--- src/rtl/sram_arb_pkg.sv ---
// Shared types and constants for the SRAM port arbiter: response-owner
// encoding, word-alignment mask and the default starvation limit.
package sram_arb_pkg;

   typedef enum logic [1:0] {
      OWN_NONE = 2'd0,
      OWN_INST = 2'd1,
      OWN_DATA = 2'd2
   } owner_e;

   localparam logic [31:0] WORD_ALIGN_MASK    = 32'hFFFF_FFFC;
   localparam int unsigned STARVE_MAX_DEFAULT = 4;

endpackage

--- src/rtl/sram_arb_prio.sv ---
// Grant selection between fetch and data ports: data wins ties unless fetch
// has been denied STARVE_MAX consecutive cycles while requesting.
module sram_arb_prio
   import sram_arb_pkg::*;
#(
   parameter int unsigned STARVE_MAX = STARVE_MAX_DEFAULT
) (
   input  logic clk,
   input  logic rst,
   input  logic i_req,
   input  logic d_req,
   output logic i_gnt,
   output logic d_gnt
);

   localparam logic [3:0] STARVE_LIM = 4'(STARVE_MAX);

   logic [3:0] starve_cnt_q;
   logic [3:0] starve_cnt_d;
   logic       starved;

   always_comb begin
      starved = (starve_cnt_q == STARVE_LIM);
      i_gnt   = 1'b0;
      d_gnt   = 1'b0;
      if (!rst) begin
         if (d_req && !(i_req && starved)) begin
            d_gnt = 1'b1;
         end else if (i_req) begin
            i_gnt = 1'b1;
         end
      end

      starve_cnt_d = starve_cnt_q;
      if (i_gnt || !i_req) begin
         starve_cnt_d = '0;
      end else if (d_gnt && !starved) begin
         starve_cnt_d = starve_cnt_q + 4'd1;
      end
   end

   always_ff @(posedge clk) begin
      if (rst) begin
         starve_cnt_q <= '0;
      end else begin
         starve_cnt_q <= starve_cnt_d;
      end
   end

endmodule

--- src/rtl/sram_port_arbiter.sv ---
// Shares one single-port synchronous SRAM between the fetch and data ports,
// steering the next-cycle read data back to whichever port owned the access.
module sram_port_arbiter
   import sram_arb_pkg::*;
#(
   parameter int unsigned STARVE_MAX = STARVE_MAX_DEFAULT
) (
   input  logic        clk,
   input  logic        rst,
   input  logic        i_req,
   input  logic [31:0] i_addr,
   output logic        i_gnt,
   output logic        i_valid,
   output logic [31:0] i_rdata,
   input  logic        d_req,
   input  logic [3:0]  d_we,
   input  logic [31:0] d_addr,
   input  logic [31:0] d_wdata,
   output logic        d_gnt,
   output logic        d_valid,
   output logic [31:0] d_rdata,
   output logic        m_en,
   output logic [3:0]  m_wen,
   output logic [31:0] m_addr,
   output logic [31:0] m_wdata,
   input  logic [31:0] m_rdata
);

   owner_e      resp_owner_q, resp_owner_d;
   logic        resp_store_q, resp_store_d;
   logic [31:0] i_hold_q, i_hold_d;
   logic [31:0] d_hold_q, d_hold_d;
   logic        d_load_resp;

   sram_arb_prio #(
      .STARVE_MAX (STARVE_MAX)
   ) u_prio (
      .clk   (clk),
      .rst   (rst),
      .i_req (i_req),
      .d_req (d_req),
      .i_gnt (i_gnt),
      .d_gnt (d_gnt)
   );

   always_comb begin
      m_en    = i_gnt | d_gnt;
      m_wen   = d_gnt ? d_we : '0;
      m_wdata = d_gnt ? d_wdata : '0;
      if (d_gnt) begin
         m_addr = d_addr & WORD_ALIGN_MASK;
      end else if (i_gnt) begin
         m_addr = i_addr & WORD_ALIGN_MASK;
      end else begin
         m_addr = '0;
      end

      if (d_gnt) begin
         resp_owner_d = OWN_DATA;
      end else if (i_gnt) begin
         resp_owner_d = OWN_INST;
      end else begin
         resp_owner_d = OWN_NONE;
      end
      resp_store_d = d_gnt && (d_we != '0);

      // Gating with rst drops a response still in flight when reset lands.
      i_valid     = !rst && (resp_owner_q == OWN_INST);
      d_valid     = !rst && (resp_owner_q == OWN_DATA);
      d_load_resp = d_valid && !resp_store_q;

      i_hold_d = i_valid     ? m_rdata : i_hold_q;
      d_hold_d = d_load_resp ? m_rdata : d_hold_q;

      i_rdata = rst ? '0 : (i_valid     ? m_rdata : i_hold_q);
      d_rdata = rst ? '0 : (d_load_resp ? m_rdata : d_hold_q);
   end

   always_ff @(posedge clk) begin
      if (rst) begin
         resp_owner_q <= OWN_NONE;
         resp_store_q <= 1'b0;
         i_hold_q     <= '0;
         d_hold_q     <= '0;
      end else begin
         resp_owner_q <= resp_owner_d;
         resp_store_q <= resp_store_d;
         i_hold_q     <= i_hold_d;
         d_hold_q     <= d_hold_d;
      end
   end

endmodule

--- config.mk ---
export PLATFORM = sky130hd
export DESIGN_NAME = sram_port_arbiter
export DESIGN_NICKNAME = d
export VERILOG_FILES = /design/src/rtl/sram_arb_pkg.sv /design/src/rtl/sram_arb_prio.sv /design/src/rtl/sram_port_arbiter.sv
export SDC_FILE = /design/constraint.sdc
export NUM_CORES = 1
export LEC_CHECK = 0
export CAP_MARGIN = 20
export CORE_AREA = 4 4 104 106
export DETAILED_ROUTE_END_ITERATION = 10
export DIE_AREA = 0 0 108 110
export PLACE_DENSITY = 0.84
export SYNTH_ARGS = -nofsm -noshare
export SYNTH_HDL_FRONTEND = slang
export SYNTH_SLANG_ARGS = --single-unit
--- constraint.sdc ---
create_clock -name clk -period 4.3 [get_ports clk]
set_clock_uncertainty 0.2 [all_clocks]
set_input_delay 0.43 -clock clk [delete_from_list [all_inputs] [get_ports clk]]
set_output_delay 0.43 -clock clk [all_outputs]
set_load 0.03 [all_outputs]
Word-level counts from Yosys, hierarchy flattened. Cells that the tools add are included.

Flip-flop bits (word level): 71. Bits of input ports: 136. Output and inout port bits: 137. Logic and storage cells: 42.

Add/subtract/negate cells: 1. Eq/ne operators: 3. Multiplexer cells: 15. Bitwise logic cells: 1. Reduce and logical (&&, ||, !) cells: 16.

Operators by type and width (count): two-way mux 32 bit (7); logical AND 1 bit (7); two-way mux 1 bit (6); zero test 1 bit (5); adder 4 x 1 -> 4 bit, second input constant (1); equality test 4 x 3 -> 1 bit, second input constant (1); two-way mux 4 bit (1); nonzero test 4 bit (1); OR reduction 2 bit (2); equality test 2 x 1 -> 1 bit, second input constant (1); equality test 2 bit, second input constant (1); two-way mux 2 bit (1); logical OR 1 bit (1); OR 1 bit (1).

Depth between registers and ports, before layout. Gate-level depths: netlist (run 1).

Word-level depth: 8. Depth in mapped cells: 8. Gate-level depth less buffers: 5.

Cells and area by module. A second synthesis (run 1) with hierarchy kept.

Cell total of the unflattened synthesis: 396. Area, all modules: 3129.3 µm².

By module, submodules not included: sram_port_arbiter (instances 1, cells each 374, area an instance 2901.5 µm², sequential area each 1341.3 µm²); sram_arb_prio (instances 1, cells each 22, area an instance 227.7 µm², sequential area each 80.1 µm²).

Worst setup path before layout (run 1). No wires, ideal clock.

Kind: flip-flop to output port. From: reg u_prio.starve_cnt_q[0]. To: out m_wdata[23]. Data arrival time: 1817 ps. Required time: 3670 ps. Path slack: 1853 ps. Cell stages (with the launch flop): 8. Path buffers: 2. Cells stage by stage: dfxtp_1 -> inv_1 -> ha_1 -> and3b_1 -> buf_6 -> a211oi_4 -> buf_2 -> and2_1.

Longest elaborated chain between the ends: 7.

RTL lines: start: declaration (RTL line sram_arb_prio.sv:18) `logic [3:0] starve_cnt_q;`; start signal: assignment (RTL line sram_arb_prio.sv:46) `starve_cnt_q <= starve_cnt_d;`; equality test 4 x 3 -> 1 bit (RTL line sram_arb_prio.sv:23) `starved = (starve_cnt_q == STARVE_LIM);`; logical AND 1 bit (RTL line sram_arb_prio.sv:27) `if (d_req && !(i_req && starved)) begin`; zero test 1 bit (RTL line sram_arb_prio.sv:27); logical AND 1 bit (RTL line sram_arb_prio.sv:27); two-way mux 1 bit (RTL line sram_arb_prio.sv:27); two-way mux 1 bit (RTL line sram_arb_prio.sv:26) `if (!rst) begin`; net d_gnt (RTL line sram_port_arbiter.sv:19) `output logic d_gnt,`; two-way mux 32 bit (RTL line sram_port_arbiter.sv:49) `m_wdata = d_gnt ? d_wdata : '0;`; end: declaration (RTL line sram_port_arbiter.sv:25) `output logic [31:0] m_wdata,`.

The timed path passes the listed nets, and every way through them passes these cells.

Worst setup path in the final report (run 1).
From: reg u_prio.starve_cnt_q[0]. To: out m_addr[9].

Longest elaborated chain between the ends: 8. Elaborated cells between the ends (all ways): 10. Those cells by class: eq/ne (1); mux (6); reduce/logical (3).

RTL lines: equality test 4 x 3 -> 1 bit (*) (RTL line sram_arb_prio.sv:23); logical AND 1 bit (*) (RTL line sram_arb_prio.sv:27); zero test 1 bit (*) (RTL line sram_arb_prio.sv:27); logical AND 1 bit (*) (RTL line sram_arb_prio.sv:27); two-way mux 1 bit (RTL line sram_arb_prio.sv:27); two-way mux 1 bit (RTL line sram_arb_prio.sv:26); two-way mux 32 bit (RTL line sram_port_arbiter.sv:52) `end else if (i_gnt) begin`; two-way mux 32 bit (*) (RTL line sram_port_arbiter.sv:50) `if (d_gnt) begin`; end: declaration (RTL line sram_port_arbiter.sv:24) `output logic [31:0] m_addr,`.

Every way passes the cells marked *; elsewhere a longest branch is shown, timed or not.

==> impl_metrics.csv, run 1 <==
group,metric,value,unit
clock_network,post_cts_buffers,0,
critical_path,crit_path_top_delay_cell,"clkdlybuf4s50_1",
status,status,"finished, final reports clean",
layout,area_delta_synth_final,94.5,%
timing,fin_tns_setup,0,ns
clock_network,clock_latency,0.34,ns
clock_network,cts_root_buffer,"clkbuf_8",
synth,syn_inst,394,
floorplanning,core,9770,um^2
timing,hold_viol,0,
routing,first_pass_iters,4,
clock_network,tritoncts,"done",
power_and_ir_drop,p_leak,2.22,nW
timing,setup_viol,0,
layout,layout.nets,784,
power_and_ir_drop,vdd_ir_drop_max,0.185,mV
power_and_ir_drop,p_per_area,289,nW/um^2
timing,tightest_slew,0.753,ns
routing,drt_iter0_drc,195,
layout,drive_gt1_frac,0.0430,
timing,worst_hold_slack,0.264,ns
critical_path,crit_required,3.67,ns
synth,yosysMostFrequentCell,"nand2_1",
clock_network,clock_sinks,71,
timing,max_slew_margin,0.496,
floorplanning,ios,273,
critical_path,start_kind,"register",
floorplanning,die-area,11900,um^2
floorplanning,start_util,0.318,
synth,synth_cell_types,29,
synth,synth_commonest_cells,"128 x nand2_1, 71 x dfxtp_1, 36 x and2_1",
clock_network,cts_buffers,9,
grt,first_global_vias,3722,
critical_path,critical_path.cell_chain,"inv_1, ha_1, and3b_1, o211a_1, buf_4, a22o_1, clkdlybuf4s50_1",
timing,fin_crit_sh,0.843,
layout,fillerInstances,855,
floorplanning,row_count,36,
synth,syn_avg_cell_area,7.90,um^2
clock_network,clk_path_buf_depth,2,
synth,synth_top_area_frac,0.457,
grt,grt_pass1_wl,19500,um
floorplanning,chipWidth,108,um
critical_path,worstSetupPathType,"reg2out",
timing,fin_crit,3.62,ns
grt,grtUsageTotal,0.216,
placed_design,portBuffers,266,
synth,synthFlopType,"dfxtp_1",
layout,stdcell_area,6050,um^2
synth,syn_area,3110,um^2
clock_network,ctsHtreeMaxLevel,3,
layout,fin_util,0.619,
min_path,hold_class,"reg2reg",
routing,drt-vias-per-instance,4.65,
critical_path,critPathBufInv,3,
synth,async_flop_share,0,
clock_network,cts_resized,0,
routing,antenna_left,0,
synth,ys_seq_elements,71,
timing,slew_viol_final,0,
critical_path,max_stage_delay,0.76,ns
placed_design,hpwl,10900,um
synth,synth_area_leaders,"dfxtp_1 46%, nand2_1 15%, a22o_1 8.4%",
grt,grt_max_degree,65,
routing,wl,13400,um
layout,antenna_cells,0,
grt,grt_remaining_overflow,0,
routing,drc_errors,0,
clock_network,clkTransAtPathRegs,0.08,ns
placed_design,globalplace.congestion,0.804,
critical_path,cp_max_fo,17,
synth,synth_warnings,0,
grt,antenna_found_initial,0,
synth,synth_edf_count,0,
critical_path,crit_path_end_kind,"output pin",
floorplanning,fp.dieH,110,um
critical_path,arrival,2.99,ns
routing,vias,3648,
clock_network,cts_hold_buf,0,
synth,synth_seq_area_share,0.457,
routing,wl_per_cell,17.1,um
flow_run,drv_cap,0,
critical_path,critPathTopFamily,"buffers and inverters",
power_and_ir_drop,finalPower,1.75,mW
timing,max_freq,276,MHz
synth,synth_top_area_cell,"dfxtp_1",
placed_design,placed_cell_area,5830,um^2
timing,rsz0062_at_grt,"no",
per-stage QoR:
step / std cells / setup WS [ns]
after floorplan: 395 / 1.85
after global placement: 768 / 0.948
after detailed placement: 768 / 0.888
after CTS: 784 / 0.615
after global routing: 784 / 0.457
final: 784 / 0.676
sequential cells by signal, indices dropped and copies added (netlist names):
register             cells
d_hold_q                32
i_hold_q                32
u_prio.starve_cnt_q      4
resp_owner_q             2
resp_store_q             1
report_power, final:
| part | internal, mW | total, mW | switching, mW |
|---|---|---|---|
| sequential | 0.682 | 0.690 | 0.00789 |
| clock | 0.331 | 0.593 | 0.262 |
| combinational | 0.230 | 0.466 | 0.236 |
kinds of logic after synthesis:
logic type | synth area share
and+or+nand+nor | 0.263
muxes | 0.00322
AOI/OAI and AO/OA | 0.208
buffers and inverters | 0.0595
other | 0.00121
adders and majority gates | 0.00804
DFF | 0.457
routing by layer:
layer,GRT usage,share of wire,vias to the layer above
met5,0,0,-
met4,0.0550,0.012,0
met3,0.0932,0.11,12
met2,0.388,0.50,173
met1,0.234,0.38,1661
li1,-,-,1802
cells in the final DEF (no fill, tap or decap), drive strengths merged:
cell type / Yosys / final
a211oi: 2 / 2
a21oi: 33 / 33
a22o: 30 / 30
and2: 36 / 36
and3b: 1 / 1
buf: 13 / 9
bufinv: 0 / 2
clkbuf: 21 / 10
clkdlybuf4s50: 0 / 265
clkinvlp: 0 / 2
conb: 1 / 2
dfxtp: 71 / 71
ha: 2 / 2
inv: 4 / 6
mux2i: 1 / 1
nand2: 128 / 128
nand2b: 3 / 3
nand3: 2 / 2
nand3b: 1 / 1
nor2: 5 / 5
nor2b: 1 / 1
nor3: 1 / 1
nor3b: 2 / 2
nor4b: 1 / 1
o211a: 2 / 2
o21ai: 32 / 32
o41a: 1 / 1
worst reg2reg max path: cells and delay by family, from the launching register on:
kind / cells / cell delay (ns)
buffers and inverters: 1 / 0.37
DFF: 1 / 0.43
and+or+nand+nor: 2 / 0.76
AOI/OAI and AO/OA: 1 / 0.20
worst paths after layout:
| kind | startpoint | to | slack [ns] | cells past startpoint |
|---|---|---|---|---|
| max | u_prio.starve_cnt_q[0]$_SDFFE_PP0P_ | m_addr[9] | 0.68 | 7 |
| min | i_hold_q[1]$_DFF_P_ | i_hold_q[1]$_DFF_P_ | 0.26 | 2 |
| max reg2reg | resp_owner_q[0]$_SDFF_PP0_ | i_hold_q[16]$_DFF_P_ | 2.24 | 4 |
| min reg2reg | i_hold_q[1]$_DFF_P_ | i_hold_q[1]$_DFF_P_ | 0.26 | 2 |
area by class of cell:
| type | instances | area (um^2) | share of cell area |
|---|---|---|---|
| timing repair buffer | 274 | 2720 | 0.449 |
| multi-input combinational | 286 | 1510 | 0.250 |
| sequential | 71 | 1420 | 0.235 |
| tap | 133 | 166 | 0.0275 |
| clock buffer | 10 | 128 | 0.0211 |
| clock inverter | 6 | 92.6 | 0.0153 |
| inverter | 4 | 15.0 | 0.00248 |
Power figures use the tool's default switching activity.
==> run 2, diff against run 1 <==
CORE_AREA = unset   (was 4 4 104 106)
CORE_MARGIN = 4   (was unset)
CORE_UTILIZATION = 32   (was unset)
DIE_AREA = unset   (was 0 0 108 110)
PLACE_DENSITY = 0.85   (was 0.84)
clock period = 3.5 ns   (was 4.3 ns; I/O delays follow)
==> run 2 against run 1 <==
Register-to-register slack worse by 0.96 ns. Cell count decreased by 0.64%. Clock power increased by 3.9%. Wire length fell by 6.1%. Critical endpoint is now m_addr[31]. Flip-flop and latch count is the same.
==> impl_metrics.csv, run 2 (synthesized netlist as in run 1, its figures left out) <==
group,metric,value,unit
status,status,"finished, final reports clean",
clock_network,cts_buffers,9,
layout,area_delta_synth_final,88.5,%
power_and_ir_drop,p_per_area,345,nW/um^2
routing,wl_per_cell,16.1,um
layout,final_common_cell,"clkdlybuf4s50_1",
timing,setup_ws,0.466,ns
floorplanning,start_util,0.332,
grt,grtUsageTotal,0.211,
layout,reg_top3,"d_hold_q: 32 flops, i_hold_q: 32 flops, u_prio.starve_cnt_q: 4 flops",
grt,grt_pass1_wl,18900,um
placed_design,globalplace.congestion,0.827,
grt,antenna_found_initial,0,
power_and_ir_drop,p_sw,0.587,mW
power_and_ir_drop,p_seq_frac,0.419,
routing,drc_errors,0,
critical_path,cp_max_fo,68,
power_and_ir_drop,vdd_ir_drop_max,0.225,mV
critical_path,worstSetupPathType,"reg2out",
layout,final_cell_mix,"166 x clkdlybuf4s50_1, 128 x nand2_1, 100 x buf_4",
layout,antenna_cells,0,
power_and_ir_drop,p_int,1.44,mW
timing,fin_crit,3.03,ns
timing,max_slew_margin,0.638,
timing,max_freq,330,MHz
floorplanning,row_count,35,
grt,grt.busiest_layer,"met2",
clock_network,post_cts_buffers,0,
grt,grt_util_met1,0.211,
grt,grt_use_met2,0.404,
placed_design,hpwl,10400,um
timing,worst_hold_slack,0.261,ns
critical_path,start_kind,"register",
clock_network,clock_latency,0.32,ns
critical_path,rrSetupSlack,1.28,ns
routing,drt_iter0_drc,200,
clock_network,clkTransAtPathRegs,0.07,ns
timing,fin_crit_sh,0.867,
placed_design,portBuffers,266,
floorplanning,fp.dieH,107,um
routing,first_pass_iters,5,
clock_network,clock_sinks,71,
timing,hold_viol,0,
clock_network,cts_resized,0,
clock_network,cts_hold_buf,0,
critical_path,crit_required,2.95,ns
placed_design,place_ws,0.668,ns
clock_network,clk_path_buf_depth,2,
critical_path,arrival,2.48,ns
grt,grt_remaining_overflow,0,
grt,grt_max_degree,69,
layout,final_cells,779,
layout,drive_gt1_frac,0.195,
power_and_ir_drop,p_comb_frac,0.276,
timing,fin_tns_setup,0,ns
timing,slew_viol_final,0,
min_path,timing.hold.worst_path_depth,2,
floorplanning,die-area,11400,um^2
grt,first_global_vias,3733,
clock_network,tritoncts,"done",
power_and_ir_drop,p_leak,2.41,nW
placed_design,dp.cells,764,
routing,drt-vias-per-instance,4.59,
routing,wl,12600,um
power_and_ir_drop,pwr-share-clk,0.305,
layout,multi_input_area,1510,um^2
power_and_ir_drop,swShare,0.290,
flow_run,drv_cap,0,
floorplanning,chipWidth,107,um
floorplanning,core,9370,um^2
timing,setup_viol,0,
routing,antenna_left,0,
layout,final-seq-area,1420,um^2
timing,tightest_slew,0.543,ns
layout,layout.nets,784,
critical_path,crit_path_end_kind,"output pin",
routing,vias,3577,
critical_path,ff2ff_path_depth,6,
clock_network,ctsHtreeMaxLevel,3,
floorplanning,ios,273,
timing,rsz0062_at_grt,"no",
clock_network,cts_root_buffer,"clkbuf_8",
layout,fillerInstances,839,
min_path,hold_class,"reg2reg",
grt,use_met3,0.0783,
-- run 2: changes by cell type in the layout (fill, tap and decap cells not counted) --
| cell | delta |
|---|---|
| clkbuf_1 | -1 |
| buf_12 | +8 |
| buf_4 | +92 |
| buf_2 | -1 |
| clkinvlp_4 | -1 |
| bufinv_16 | -1 |
| inv_6 | -1 |
| clkinv_2 | +3 |
| clkdlybuf4s50_1 | -99 |
-- run 2: layout make-up --
| type | count | area share |
|---|---|---|
| clock buffers | 9 | 0.0211 |
| well taps | 129 | 0.0275 |
| clock inverters | 6 | 0.0104 |
| repair buffers | 274 | 0.438 |
| inverters | 4 | 0.00256 |
| multi-input cells | 286 | 0.258 |
| flip-flops and latches | 71 | 0.242 |
-- run 2: critical path, cell delays in order (launching register included) --
cell and delay, ns:
dfxtp_1 0.38, inv_1 0.07, ha_1 0.22, and3b_1 0.28, a211oi_4 0.26, buf_4 0.50, a22o_1 0.29, buf_12 0.14
-- run 2: final timing paths --
kind	from	endpoint
setup / recovery	u_prio.starve_cnt_q[0]$_SDFFE_PP0P_	m_addr[31]
hold / removal	i_hold_q[6]$_DFF_P_	i_hold_q[6]$_DFF_P_
setup reg to reg	u_prio.starve_cnt_q[0]$_SDFFE_PP0P_	resp_store_q$_SDFF_PP0_
hold reg to reg	i_hold_q[6]$_DFF_P_	i_hold_q[6]$_DFF_P_
-- run 2: through the flow --
stage               cell area, um^2   util  power [mW]
CTS                            5870  0.626        2.05
finish                         5870  0.626        2.02
global placement               5680  0.606        1.42
global route                   5870  0.626        2.11
floorplan                      3120      -        1.12
detailed placement             5680  0.606        1.43
-- run 2: per-layer routing --
metal	share of wire	routed length, um	vias up
met1	0.34	4330	1593
met2	0.54	6730	161
met3	0.095	1200	22
li1	-	-	1801
met4	0.025	310	0
met5	0	0	-
-- run 2: power groups by stage --
stage,registers [mW],logic [mW],clock network (mW)
global route,0.851,0.589,0.675
floorplan,0.864,0.255,0
CTS,0.848,0.564,0.640
global placement,0.865,0.555,0
detailed placement,0.867,0.563,0
finish,0.848,0.559,0.616
==> run 3, diff against run 2 <==
ABC_CLOCK_PERIOD_IN_PS = 3500   (was unset)
==> results of run 3 <==
Final layout, timing and power as in run 2 (identical DEF).
